File: src/rtl/regfile_wb_arbiter.sv
// Writeback arbiter: ALU and load results each wait in a small FIFO. A round-robin
// arbiter drains them into one registered register-file write port and tracks pending writes.
module regfile_wb_queue #(
  parameter int DEPTH  = 2,
  parameter int DATA_W = 32,
  parameter int ADDR_W = 5
) (
  input  logic              clk,
  input  logic              rst_n,
  input  logic              flush,
  input  logic              push,
  input  logic              pop,
  input  logic [ADDR_W-1:0] in_reg,
  input  logic [DATA_W-1:0] in_data,
  output logic              ready,
  output logic              nempty,
  output logic [ADDR_W-1:0] head_reg,
  output logic [DATA_W-1:0] head_data,
  output logic [31:0]       pend
);
  localparam int PW = $clog2(DEPTH);
  localparam int CW = PW + 1;

  logic [DEPTH-1:0][ADDR_W-1:0] regs;
  logic [DEPTH-1:0][DATA_W-1:0] data;
  logic [PW-1:0]                rd_ptr, wr_ptr;
  logic [CW-1:0]                count;

  // Ready looks only at state, so a full queue never accepts while it drains.
  assign ready     = rst_n & ~flush & (count != CW'(DEPTH));
  assign nempty    = (count != '0);
  assign head_reg  = regs[rd_ptr];
  assign head_data = data[rd_ptr];

  always_ff @(posedge clk or negedge rst_n) begin
    if (!rst_n) begin
      rd_ptr <= '0;
      wr_ptr <= '0;
      count  <= '0;
    end else if (flush) begin
      rd_ptr <= '0;
      wr_ptr <= '0;
      count  <= '0;
    end else begin
      if (push) wr_ptr <= wr_ptr + 1'b1;
      if (pop)  rd_ptr <= rd_ptr + 1'b1;
      count <= count + CW'(push) - CW'(pop);
    end
  end

  always_ff @(posedge clk or negedge rst_n) begin
    if (!rst_n) begin
      regs <= '0;
      data <= '0;
    end else if (push) begin
      regs[wr_ptr] <= in_reg;
      data[wr_ptr] <= in_data;
    end
  end

  // An entry is live when its distance from the head is below the count.
  always_comb begin
    pend = '0;
    for (int i = 0; i < DEPTH; i++) begin
      if ({1'b0, PW'(i) - rd_ptr} < count) pend = pend | (32'd1 << regs[i]);
    end
  end
endmodule

module regfile_wb_arbiter #(
  parameter int DEPTH  = 2,
  parameter int DATA_W = 32,
  parameter int ADDR_W = 5
) (
  input  logic              clk,
  input  logic              rst_n,
  input  logic              flush,
  input  logic              alu_valid,
  output logic              alu_ready,
  input  logic [ADDR_W-1:0] alu_reg,
  input  logic [DATA_W-1:0] alu_data,
  input  logic              mem_valid,
  output logic              mem_ready,
  input  logic [ADDR_W-1:0] mem_reg,
  input  logic [DATA_W-1:0] mem_data,
  output logic              regWrite,
  output logic [ADDR_W-1:0] write_reg,
  output logic [DATA_W-1:0] write_data,
  output logic [31:0]       pending
);
  logic [1:0]             valid, ready, push, nempty, grant;
  logic [1:0][ADDR_W-1:0] in_reg, head_reg;
  logic [1:0][DATA_W-1:0] in_data, head_data;
  logic [1:0][31:0]       pend;
  logic                   last_mem, sel;

  assign valid   = {mem_valid, alu_valid};
  assign in_reg  = {mem_reg, alu_reg};
  assign in_data = {mem_data, alu_data};
  assign push    = valid & ready;
  assign alu_ready = ready[0];
  assign mem_ready = ready[1];

  for (genvar i = 0; i < 2; i++) begin : g_q
    regfile_wb_queue #(.DEPTH(DEPTH), .DATA_W(DATA_W), .ADDR_W(ADDR_W)) u_q (
      .clk      (clk),
      .rst_n    (rst_n),
      .flush    (flush),
      .push     (push[i]),
      .pop      (grant[i]),
      .in_reg   (in_reg[i]),
      .in_data  (in_data[i]),
      .ready    (ready[i]),
      .nempty   (nempty[i]),
      .head_reg (head_reg[i]),
      .head_data(head_data[i]),
      .pend     (pend[i])
    );
  end

  // Index 0 = ALU, 1 = MEM; on a tie the source not granted last wins.
  always_comb begin
    grant = '0;
    if (!flush) begin
      if (nempty[0] && (!nempty[1] || last_mem)) grant[0] = 1'b1;
      else if (nempty[1])                        grant[1] = 1'b1;
    end
  end
  assign sel = grant[1];

  always_ff @(posedge clk or negedge rst_n) begin
    if (!rst_n) begin
      last_mem   <= 1'b1;
      regWrite   <= 1'b0;
      write_reg  <= '0;
      write_data <= '0;
    end else begin
      regWrite <= 1'b0;
      if (|grant) begin
        last_mem   <= sel;
        regWrite   <= (head_reg[sel] != '0);
        write_reg  <= head_reg[sel];
        write_data <= head_data[sel];
      end
    end
  end

  always_comb begin
    pending = pend[0] | pend[1];
    if (regWrite) pending = pending | (32'd1 << write_reg);
    pending[0] = 1'b0;
  end
endmodule

File: config.mk
export PLATFORM = sky130hd
export DESIGN_NAME = regfile_wb_arbiter
export DESIGN_NICKNAME = d
export VERILOG_FILES = /design/src/rtl/regfile_wb_arbiter.sv
export SDC_FILE = /design/constraint.sdc
export NUM_CORES = 1
export LEC_CHECK = 0
export ABC_AREA = 1
export CORE_MARGIN = 10
export CORE_UTILIZATION = 35
export CTS_CLUSTER_SIZE = 24
export DETAILED_ROUTE_END_ITERATION = 6
export PLACE_DENSITY = 0.55
export SLEW_MARGIN = 20
export SYNTH_ARGS = -nofsm -noshare
export SYNTH_HDL_FRONTEND = slang
export SYNTH_SLANG_ARGS = --single-unit
File: constraint.sdc
create_clock -name clk -period 1.98 [get_ports clk]
set_input_delay 0.396 -clock clk [delete_from_list [all_inputs] [get_ports clk]]
set_output_delay 0.396 -clock clk [all_outputs]
set_load 0.005 [all_outputs]
Word-level counts from Yosys, hierarchy flattened. Index checks and enable logic that the tools add are counted.

Word-level logic and storage cells: 114. Register bits after elaboration: 195. Input bits: 79.

Bitwise gates (word level): 9. Equal/unequal tests: 2. Reduce and logical (&&, ||, !) cells: 13. Add/subtract/negate cells: 12. Mux-type cells: 44. Shift-type cells: 5. $lt $le $gt $ge: 11.

Operators with widths (count): 32-bit 2-to-1 mux (13); 1-bit by 5-bit << shifter with 32-bit output, first input constant (5); 64-bit bitwise mux (2); 32-bit bitwise OR (4); 32-bit demux with 1-bit select (2); 5-bit 2-to-1 mux (8); 10-bit bitwise mux (2); 1-bit 2-to-1 mux (12); 2-bit nonzero test (6); 5-bit demux with 1-bit select (2); 1-bit by 2-bit less-than comparator with 1-bit output, second input constant (5); 1-bit by 2-bit less-than comparator with 1-bit output (4); 2-bit 2-to-1 mux (3); 5-bit nonzero test (1); 1-bit adder, second input constant (4); 2-bit by 1-bit adder with 2-bit output (2); 2-bit inequality test, second input constant (2); 1-bit subtractor, first input constant (4); 2-bit by 1-bit subtractor with 2-bit output (2); 1-bit bitwise AND (3); 1-bit logical AND (3); 2-bit bitwise AND (1); 1-bit >= comparator, second input constant (2); 2-bit OR reduction (1); other kinds (3) (3).

Longest topological paths before layout. Gate-level depths: netlist of run 1.

Word-level depth: 10. Gate-level depth with buffers: 10.

Modules after synthesis. From an unflattened synthesis of run 1, not the netlist that was laid out.

Cells, all modules: 1356. Area total of the unflattened synthesis: 10680.2 um2.

By module, submodules not included: regfile_wb_queue at g_q[0].u_q (times used 1, area an instance 4172.8 um2, cells each 519); regfile_wb_queue at g_q[1].u_q (times used 1, area an instance 4171.5 um2, cells each 519); regfile_wb_arbiter (times used 1, area an instance 2336.0 um2, cells each 318).

Worst setup path after synthesis of run 1. OpenSTA, ideal clock, no wires.

Path type: register to register. From: register g_q[0].u_q.count[1]. To: register g_q[1].u_q.count[1]. Buffers on the path: 2. Arrival: 1771 ps. Slack: 91 ps. Cell stages (with the launch flop): 11. Data required time: 1862 ps. Path through: dfrtp_1 inv_1 nand2_1 a21oi_4 nand2_4 buf_4 buf_2 xor2_1 ha_1 xor2_1 nor2_1.

Word-level cells in the longest chain between the ends: 6.

RTL lines: from (decl) (RTL line 27) `logic [CW-1:0] count;`; from (signal assigned) (RTL line 47) `count <= count + CW'(push) - CW'(pop);`; 2-bit nonzero test (RTL line 31) `assign nempty = (count != '0);`; 1-bit logical AND (RTL line 125) `if (nempty[0] && (!nempty[1] || last_mem)) grant[0] = 1'b1;`; 1-bit 2-to-1 mux (RTL line 125); 2-bit 2-to-1 mux (RTL line 124) `if (!flush) begin`; 2-bit by 1-bit subtractor with 2-bit output (RTL line 47); 2-bit 2-to-1 mux (RTL line 40) `end else if (flush) begin`; to (signal assigned) (RTL line 47); to (decl) (RTL line 27).

No other way between the ends. A chain may end at the register's enable or synchronous reset.

Worst setup path in the final report of run 1.
From: register g_q[0].u_q.rd_ptr. To: output pending[16].

Word-level cells in the longest chain between the ends: 8.

RTL lines: from (decl) (RTL line 26) `logic [PW-1:0] rd_ptr, wr_ptr;`; from (signal assigned) (RTL line 46) `if (pop) rd_ptr <= rd_ptr + 1'b1;`; 1-bit subtractor (RTL line 65) `if ({1'b0, PW'(i) - rd_ptr} < count) pend = pend | (32'd1 << regs[i]);`; 1-bit by 2-bit less-than comparator with 1-bit output (RTL line 65); 32-bit 2-to-1 mux (RTL line 65); 32-bit bitwise OR (RTL line 65); 32-bit 2-to-1 mux (*) (RTL line 65); 32-bit bitwise OR (*) (RTL line 149) `pending = pend[0] | pend[1];`; 32-bit bitwise OR (RTL line 150) `if (regWrite) pending = pending | (32'd1 << write_reg);`; 32-bit 2-to-1 mux (*) (RTL line 150); to (decl) (RTL line 89) `output logic [31:0] pending`.

Mark *: on every way between the ends. The rest lies on a longest branch, timed or not.

==> reports/qor.txt, run 1 <==
Crit path launch -> g_q[0].u_q.rd_ptr
Critical Path Fanout Max -> 6
DRT met1 WL -> 16.0 mm
Worst VDD drop -> 647 uV
Worst skew pair latency -> 0.44 ns
CTS Buf Count -> 17
Die ar. -> 0.0362 mm^2
Vias in the first global route -> 9618
Total GRT Usage -> 19.5%
Worst EP arrival -> 1.89 ns
CORE AREA -> 0.0286 mm^2
Slew HR -> 59.2%
FILL cells -> 2663
Met2 wire length -> 17.8 mm
Final worst-path cycle share -> 116%
Final Util -> 52.3%
# IOs -> 151
DR top layer -> met4
Clock slew at reported path FFs -> 0.08 ns
Status -> finished, violations left
Max-cap viol count -> 0
Per-cell routed wire length -> 18.7 um
Clk sinks -> 195
Seq pwr share -> 34.5%
Worst-margin pin slew -> 0.606 ns
Port buffer count -> 149
First-pass GRT wire length -> 55.6 mm
Residual DRC count -> 0
Gr ovfl total -> 0
Req. time, crit path -> 1.58 ns
Element type at the critical path start -> flip-flop
CTS HTree Levels -> 4
Met3 WL post-DR -> 1.57 mm
CTS Root Cell -> clkbuf_16
Slew Viols, Final -> 0
Post-Syn Nets -> 1306
CTS tree -> done
Worst Skew -> 0.0183 ns
Chip Width -> 190 um
N_diodes -> 0
Area Growth Syn to Fin -> 47.6%
Mapped cell area -> 0.0101 mm^2
P_leak -> 6.95 nW
Die height -> 190 um
Most frequent cells in the layout -> nand2_1, dfrtp_1, buf_4
Clock power share -> 18.9%
Commonest non-fill, non-tap cell in the layout -> nand2_1
Antenna violations before repair -> 0
Hold Slack -> 0.0474 ns
ANT nets after route -> 0
Switching share of power -> 39.4%
Hpwl dp -> 27.0 mm
Worst hold-check path type -> input pin to asynchronous set/reset pin
Vias/cell -> 5.00
Max reg flops -> 128
Failing checks -> negative setup slack
Biggest register -> g_q.u_q.data
Routed wire length -> 36.1 mm
Sequential area share after synthesis -> 48.1%
CTS max path bufs -> 2
Internal -> 11.2 mW
RSZ-0062 raised after global routing -> yes
Yosys cell types -> 40
Final Setup Violations -> 32
Combinational share of power -> 46.7%
Layout cells sized above 1 -> 35.1%
Syn Inst Count -> 1224
Synthesized flop and latch total -> 195
Post-route cell area -> 0.0150 mm^2
Worst r2r src -> g_q[1].u_q.count[0]
Leading registers by flop count -> g_q.u_q.data (128), write_data (32), g_q.u_q.regs (20)
Area after DPL -> 0.0132 mm^2
Final Hold Fails -> 0
Routed vias -> 9658
Switch Pwr -> 7.28 mW
Post-route setup TNS -> -7.67 ns
Cell Pwr Density -> 1230 mW/mm^2
Initial Utilization -> 35.4%
Yosys Warn Count -> 0
DR pass1 iterations -> 5
Pin count of the biggest net entering global routing -> 72
Starting DRC count in detailed routing -> 772
Minimum clock period -> 2.29 ns
Syn avg cell area -> 8.29 um^2
CP Capture Type -> output pin
Row cnt -> 62
Layout Nets -> 1618
Worst setup margin -> -0.310 ns
Placer Congestion -> 1.01
Max Fclk -> 0.437 GHz
Critical path type -> flip-flop to output pin
## what timing repair did
action,4_1_cts,5_1_grt
pin swaps,51,45
setup buffers,25,11
endpoints found under the setup margin,33,63
gates resized for setup,295,128
gates cloned,0,1
hold buffers,0,0
## worst max-delay path, stage by stage (launching register included)
cell and delay [ns]:
dfrtp_2 0.45, o21ai_4 0.23, nand2_4 0.08, nor2_1 0.09, buf_4 0.18, nand4_1 0.15, nand4_1 0.14, buf_2 0.13
## power by group through the flow
stage / combinational, mW / sequential, mW / clock (mW)
after floorplan: 3.64 / 6.11 / 0
after detailed placement: 7.41 / 6.31 / 0
after global routing: 9.42 / 6.54 / 3.75
after global placement: 7.38 / 6.28 / 0
after CTS: 8.06 / 6.32 / 3.58
final: 8.63 / 6.37 / 3.49
## synth_stat cells (all sizes together)
cell     instances  area share (%)
nand2          276              10
o22ai            3            0.19
mux2i           23             2.3
buf             44             3.2
a32oi            1           0.086
nand3           37             1.9
o211ai           2            0.15
clkbuf          24            0.91
conb             1           0.037
nor3            20            0.99
a22oi            5            0.37
inv            129             4.8
dfstp            1            0.26
clkinv           3            0.11
dfrtp          194              48
ha               3            0.37
xor2             4            0.35
nor4            10            0.62
xnor2            1           0.086
o211a            9            0.89
nand4           26             1.6
o2111ai         15             1.3
o221ai          23             2.0
o21ai          211              12
a21oi           25             1.6
nor2           106             3.9
or2             25             1.6
o22a             3            0.26
## area by class of cell
| cell class | count | area [um^2] | share of cell area [%] |
|---|---|---|---|
| well taps | 384 | 480 | 3.21 |
| clock buffers | 18 | 439 | 2.93 |
| flip-flops and latches | 195 | 4890 | 32.7 |
| repair buffers | 360 | 3240 | 21.6 |
| inverters | 132 | 523 | 3.49 |
| multi-input cells | 830 | 5240 | 35.0 |
| clock inverters | 14 | 163 | 1.09 |
## cell families (layout without fill, tap and decap cells)
family / Yosys count / count (layout) / share of synthesized area, %
other cells: 1 / 1 / 0.0370
mux: 23 / 23 / 2.27
simple gates: 500 / 501 / 21.1
buf+inv: 200 / 524 / 8.99
flops: 195 / 195 / 48.1
fa+ha+maj: 3 / 3 / 0.370
xor+xnor: 5 / 5 / 0.432
compound gates: 297 / 297 / 18.7
## per-layer routing
metal,track usage (%),vias to the layer above
met3,3.00,44
met1,25.3,4635
met4,5.66,0
met2,33.0,258
met5,0,-
li1,-,4721
## per-stage QoR
| stage | setup WS, ns | power (mW) | cells |
|---|---|---|---|
| floorplan | 0.0905 | 9.75 | 1224 |
| global placement | -0.377 | 13.7 | 1866 |
| detailed placement | -0.377 | 13.7 | 1866 |
| CTS | -0.311 | 17.9 | 1921 |
| global route | -0.405 | 19.7 | 1933 |
| finish | -0.310 | 18.5 | 1933 |
## worst paths after layout
kind	end	slack, ns	cells past startpoint
max in group asynchronous	g_q[1].u_q.data[51]	1.02	3
min in group clk	g_q[1].u_q.data[17]	0.48	2
worst min register to register	g_q[1].u_q.data[17]	0.48	2
worst max-delay path	pending[16]	-0.31	7
worst max register to register	g_q[1].u_q.data[7]	0.07	11
worst min-delay path	g_q[0].u_q.data[11]	0.05	2
No activity file was read; power rests on OpenSTA's default activity.
==> run 2: changes to the inputs <==
CAP_MARGIN = 20   (was default)
==> results of run 2 <==
Same layout as run 1: the final DEF is identical, and so are final timing and power.
==> run 3: changes to the inputs <==
TNS_END_PERCENT = 100   (was default)
clock period = 1.8 ns   (was 1.98 ns; I/O delays follow)
==> run 3 against run 2 <==
Effect of this change: the run still ends with negative setup slack left; highest routed layer unchanged; setup slack worse by 0.14 ns; critical endpoint is now pending[9]; largest cell class unchanged; sequential cell count unchanged; clock skew down 0.0018 ns; non-clock buffer count up 17; final cell count up 0.98%.
==> reports/qor.txt, run 3 (synthesis gave the netlist of run 1 again) <==
Status -> finished, violations left
Failing checks -> negative setup slack
Switching share of power -> 38.4% (-0.97 points)
Worst EP arrival -> 1.89 ns (about the same)
Biggest register -> g_q.u_q.data
Reg2reg end -> g_q[0].u_q.data[15]
Crit path largest cell delay -> 0.42 ns (-0.03 ns)
Worst-margin pin slew -> 0.620 ns (+0.0138 ns)
Setup WS pre-CTS -> -0.476 ns (-0.0990 ns)
Per-cell routed wire length -> 18.6 um (-0.20%)
Slew Viols, Final -> 0 (unchanged)
Routed wire length -> 36.4 mm (+0.78%)
CTS Root Cell -> clkbuf_16
Max-cap viol count -> 0 (unchanged)
Worst hold-check path type -> input pin to asynchronous set/reset pin
# IOs -> 151 (unchanged)
Clock power share -> 19.6% (+0.7 points)
Placer Congestion -> 0.955 (-5.7%)
CTS HTree Levels -> 4 (unchanged)
Cell Pwr Density -> 1340 mW/mm^2 (+8.5%)
Top cell by count, worst path -> buf_6
Slew HR -> 58.7% (-0.49 points)
CP Capture Type -> output pin
Layout cells sized above 1 -> 35.7% (+0.60 points)
Row cnt -> 62 (unchanged)
Routed vias -> 9787 (+1.3%)
Internal -> 12.6 mW (+13%)
Met3 WL post-DR -> 1.45 mm (-7.7%)
Leading registers by flop count -> g_q.u_q.data (128), write_data (32), g_q.u_q.regs (20)
Final Hold Fails -> 0 (unchanged)
P_leak -> 7.22 nW (+3.8%)
CORE AREA -> 0.0286 mm^2 (unchanged)
First-pass GRT wire length -> 55.2 mm (-0.61%)
Residual DRC count -> 0 (unchanged)
FF-to-FF path depth -> 9 (-2)
Worst setup margin -> -0.446 ns (-0.136 ns)
FILL cells -> 2661 (-0.075%)
Stages on worst setup path -> 9 (+2)
Element type at the critical path start -> flip-flop
Critical path type -> flip-flop to output pin
Gr ovfl total -> 0 (unchanged)
Pin count of the biggest net entering global routing -> 102 (+42%)
Clock slew at reported path FFs -> 0.08 ns (about the same)
Worst r2r src -> g_q[0].u_q.count[0]
Starting DRC count in detailed routing -> 638 (-17%)
Layout Nets -> 1637 (+1.2%)
Initial Utilization -> 35.4% (unchanged)
CP max stage cell -> dfrtp_1
Worst VDD drop -> 721 uV (+11%)
Met2 wire length -> 17.4 mm (-1.9%)
R2R setup slack -> 0 ns (-0.07 ns)
CTS Buf Count -> 17 (unchanged)
Combinational share of power -> 46.4% (-0.3 points)
ANT nets after route -> 0 (unchanged)
Final Setup Violations -> 32 (unchanged)
Total GRT Usage -> 19.2% (-0.31 points)
CP delay by family, top -> buffers and inverters
DR top layer -> met4
Worst path buffer plus inverter count -> 5 (+3)
Commonest non-fill, non-tap cell in the layout -> nand2_1
Multi-input gate area -> 0.00515 mm^2 (-1.7%)
RSZ-0062 raised after global routing -> yes
Worst Skew -> 0.0165 ns (-0.00179 ns)
Die height -> 190 um (unchanged)
Hpwl dp -> 25.5 mm (-5.6%)
Pwr Total -> 20.5 mW (+11%)
Critical Path Fanout Max -> 4 (-2)
Clk sinks -> 195 (unchanged)
Area Growth Syn to Fin -> 51.0%
Switch Pwr -> 7.89 mW (+8.3%)
Register Area -> 0.00489 mm^2 (unchanged)
N_diodes -> 0 (unchanged)
DR pass1 iterations -> 7 (+2)
Most frequent cells in the layout -> nand2_1, dfrtp_1, buf_4
Req. time, crit path -> 1.44 ns (-0.14 ns)
Chip Width -> 190 um (unchanged)
Vias/cell -> 5.01 (+0.35%)
Antenna violations before repair -> 0 (unchanged)
CTS tree -> done
Port buffer count -> 149 (unchanged)
Max Fclk -> 0.445 GHz
DRT met1 WL -> 16.8 mm (+5.1%)
Minimum clock period -> 2.25 ns
Seq pwr share -> 34.0% (-0.5 points)
Vias in the first global route -> 9973 (+3.7%)
Die ar. -> 0.0362 mm^2 (unchanged)
Max reg flops -> 128 (unchanged)
Worst skew pair latency -> 0.44 ns (about the same)
Final worst-path cycle share -> 125%
Critical-path cell list -> inv_2 > o21ai_4 > nand2_2 > buf_6 > clkinvlp_4 > buf_6 > a21oi_2 > o2111ai_2 > buf_2
CTS max path bufs -> 2 (unchanged)
[run 3: final cells by class]
class / count / area share, %
multi-input combinational: 832 / 33.6
sequential: 195 / 31.9
timing repair buffer: 377 / 23.6
inverter: 132 / 3.42
tap: 384 / 3.14
clock buffer: 18 / 2.87
clock inverter: 14 / 1.35
[run 3: timing repair]
| item | 4_1_cts | 5_1_grt |
|---|---|---|
| buffers inserted | 35 | 13 |
| endpoints found under the setup margin | 39 | 99 |
| gates resized for setup | 308 | 126 |
| hold buffers | 0 | 0 |
| pin swaps | 56 | 39 |
| cloned | 0 | 16 |
[run 3: worst register-to-register path, cell delays in order (launching register included)]
cell     delay (ns)
dfrtp_1        0.41
inv_2          0.07
buf_4          0.16
a21oi_4        0.20
buf_6          0.13
nand2_4        0.05
or2_4          0.35
buf_12         0.19
nand2_1        0.09
o21ai_2        0.05
[run 3: power groups by stage]
stage	Sequential [mW]	Clock, mW	Combinational, mW
finish	6.98	4.03	9.51
global route	7.19	4.31	10.4
floorplan	6.72	0	4.03
global placement	6.93	0	8.00
CTS	6.93	4.10	8.88
detailed placement	6.95	0	8.08
[run 3: metal layers]
metal | vias up | global-route usage, %
li1 | 4751 | -
met1 | 4750 | 25.5
met2 | 247 | 32.0
met3 | 39 | 3.04
met4 | 0 | 5.24
met5 | - | 0
[run 3: worst max path at each step]
stage	from	endpoint	slack, ns
floorplan	g_q[0].u_q.count[1]	g_q[1].u_q.count[1]	-0.006
global placement	write_reg[0]	pending[14]	-0.48
CTS	g_q[1].u_q.count[0]	pending[30]	-0.47
finish	g_q[0].u_q.count[0]	pending[9]	-0.45
global route	g_q[0].u_q.count[0]	pending[9]	-0.56
detailed placement	g_q[0].u_q.regs[0]	pending[31]	-0.48
[run 3: per-stage QoR]
step / cells / hold slack, ns / setup TNS [ns] / utilization, % / instance area (um^2)
2_1_floorplan: 1224 / 0.0644 / -0.00604 / - / 10200
3_3_place_gp: 1861 / 0.458 / -47.30 / 46.2 / 13200
3_5_place_dp: 1861 / 0.463 / -49.03 / 46.2 / 13200
4_1_cts: 1926 / 0.195 / -12.54 / 50.8 / 14500
5_1_grt: 1952 / 0.216 / -16.08 / 53.5 / 15300
6_report: 1952 / 0.170 / -11.87 / 53.5 / 15300
==> RTL edit (config.mk and constraints of run 3) <==
`DATA_W` is set to 32 in 2 places; all go to 48.
--- a/src/rtl/regfile_wb_arbiter.sv
+++ b/src/rtl/regfile_wb_arbiter.sv
@@ -3,5 +3,5 @@
 module regfile_wb_queue #(
   parameter int DEPTH  = 2,
-  parameter int DATA_W = 32,
+  parameter int DATA_W = 48,
   parameter int ADDR_W = 5
 ) (
@@ -70,5 +70,5 @@
 module regfile_wb_arbiter #(
   parameter int DEPTH  = 2,
-  parameter int DATA_W = 32,
+  parameter int DATA_W = 48,
   parameter int ADDR_W = 5
 ) (
Interface: changed (resized alu_data, mem_data and write_data); port bits go from 151 to 199. The function was not compared with the original's and may differ.
==> RTL edit against run 3 <==
- the flow still finishes with violations (setup timing)
- total power up 36%
- synthesized cell count is 26% higher
- final area grew 33%
- sequential cell count is 80 higher
- setup slack got worse by 0.13 ns
- worst hold slack gained 0.18 ns
- wire length grew 47%
- utilization grew 0.73 points
- sequential share of layout area is 2.0 points higher
- register-to-register slack lost 0.43 ns
- synthesized area grew 30%
- maximum frequency shrank 5.5%
==> RTL edit: results <==
{
  "setup_tns_ns": -66.90,
  "whs_ns": 0.352,
  "antenna_found_initial": 1,
  "ctsHoldBuffers": 1,
  "cpMaxStageDelayCell": "dfrtp_2",
  "violations": "setup timing",
  "setup_slack_ns": -0.576,
  "syn-num-nets": 1656,
  "met3_length_mm": 2.66,
  "wl_per_cell_um": 21.5,
  "n_all_inverters": 175,
  "nMultiInputCombCells": 1012,
  "drive_above_1_share": 0.328,
  "signal_buffers": 456,
  "r2r_slack_ns": -0.43,
  "seq_share": 0.339,
  "rr_worst_depth": 13,
  "outcome": "finished with violations",
  "htree_levels": 1,
  "cts_buffers": 31,
  "seq_cell_count": 275,
  "clock_buffers": 49,
  "wl_met2_mm": 26.6,
  "synthAdderAreaFrac": 0.00284,
  "placed_area_um2": 17000,
  "ys_types": 43,
  "synth_common_cells": "nand2_1, dfrtp_1, o21ai_0, inv_1, nor2_1",
  "clk_latency_ns": 0.57,
  "dp_slack_ns": -0.595,
  "wl_met1_mm": 22.8,
  "gp_congestion": 0.937,
  "drt_iter0_markers": 771,
  "r2r_end": "g_q[0].u_q.data[7]$_DFFE_PN0P_",
  "final_nets": 2065,
  "reg2reg_from": "g_q[0].u_q.count[1]$_DFF_PN0_",
  "setup_viol": 237,
  "cts_resized": 314,
  "comb_power_share": 0.420,
  "met2_usage": 0.324
}
## RTL edit: cell types whose count changed after synthesis, moves of 15 or more
cell,run 3,this run
a22oi_1,5,20
clkbuf_1,22,40
dfrtp_1,194,274
inv_1,126,171
mux2i_1,23,46
nand2_1,271,351
nor2_1,106,79
o21ai_0,138,224
o21ai_1,33,52
o21ai_2,40,8
o221ai_1,23,46
or2_2,23,46
## RTL edit: kinds of logic (layout without fill, tap and decap cells)
| kind of cell | count (synthesis) | count (layout) |
|---|---|---|
| multiplexers | 46 | 46 |
| AND/OR/NAND/NOR | 560 | 565 |
| flip-flops | 275 | 275 |
| adder cells (fa/ha/maj) | 3 | 3 |
| XOR/XNOR | 5 | 5 |
| buffers and inverters | 260 | 688 |
| AO/OA/AOI/OAI | 392 | 392 |
| other | 1 | 2 |
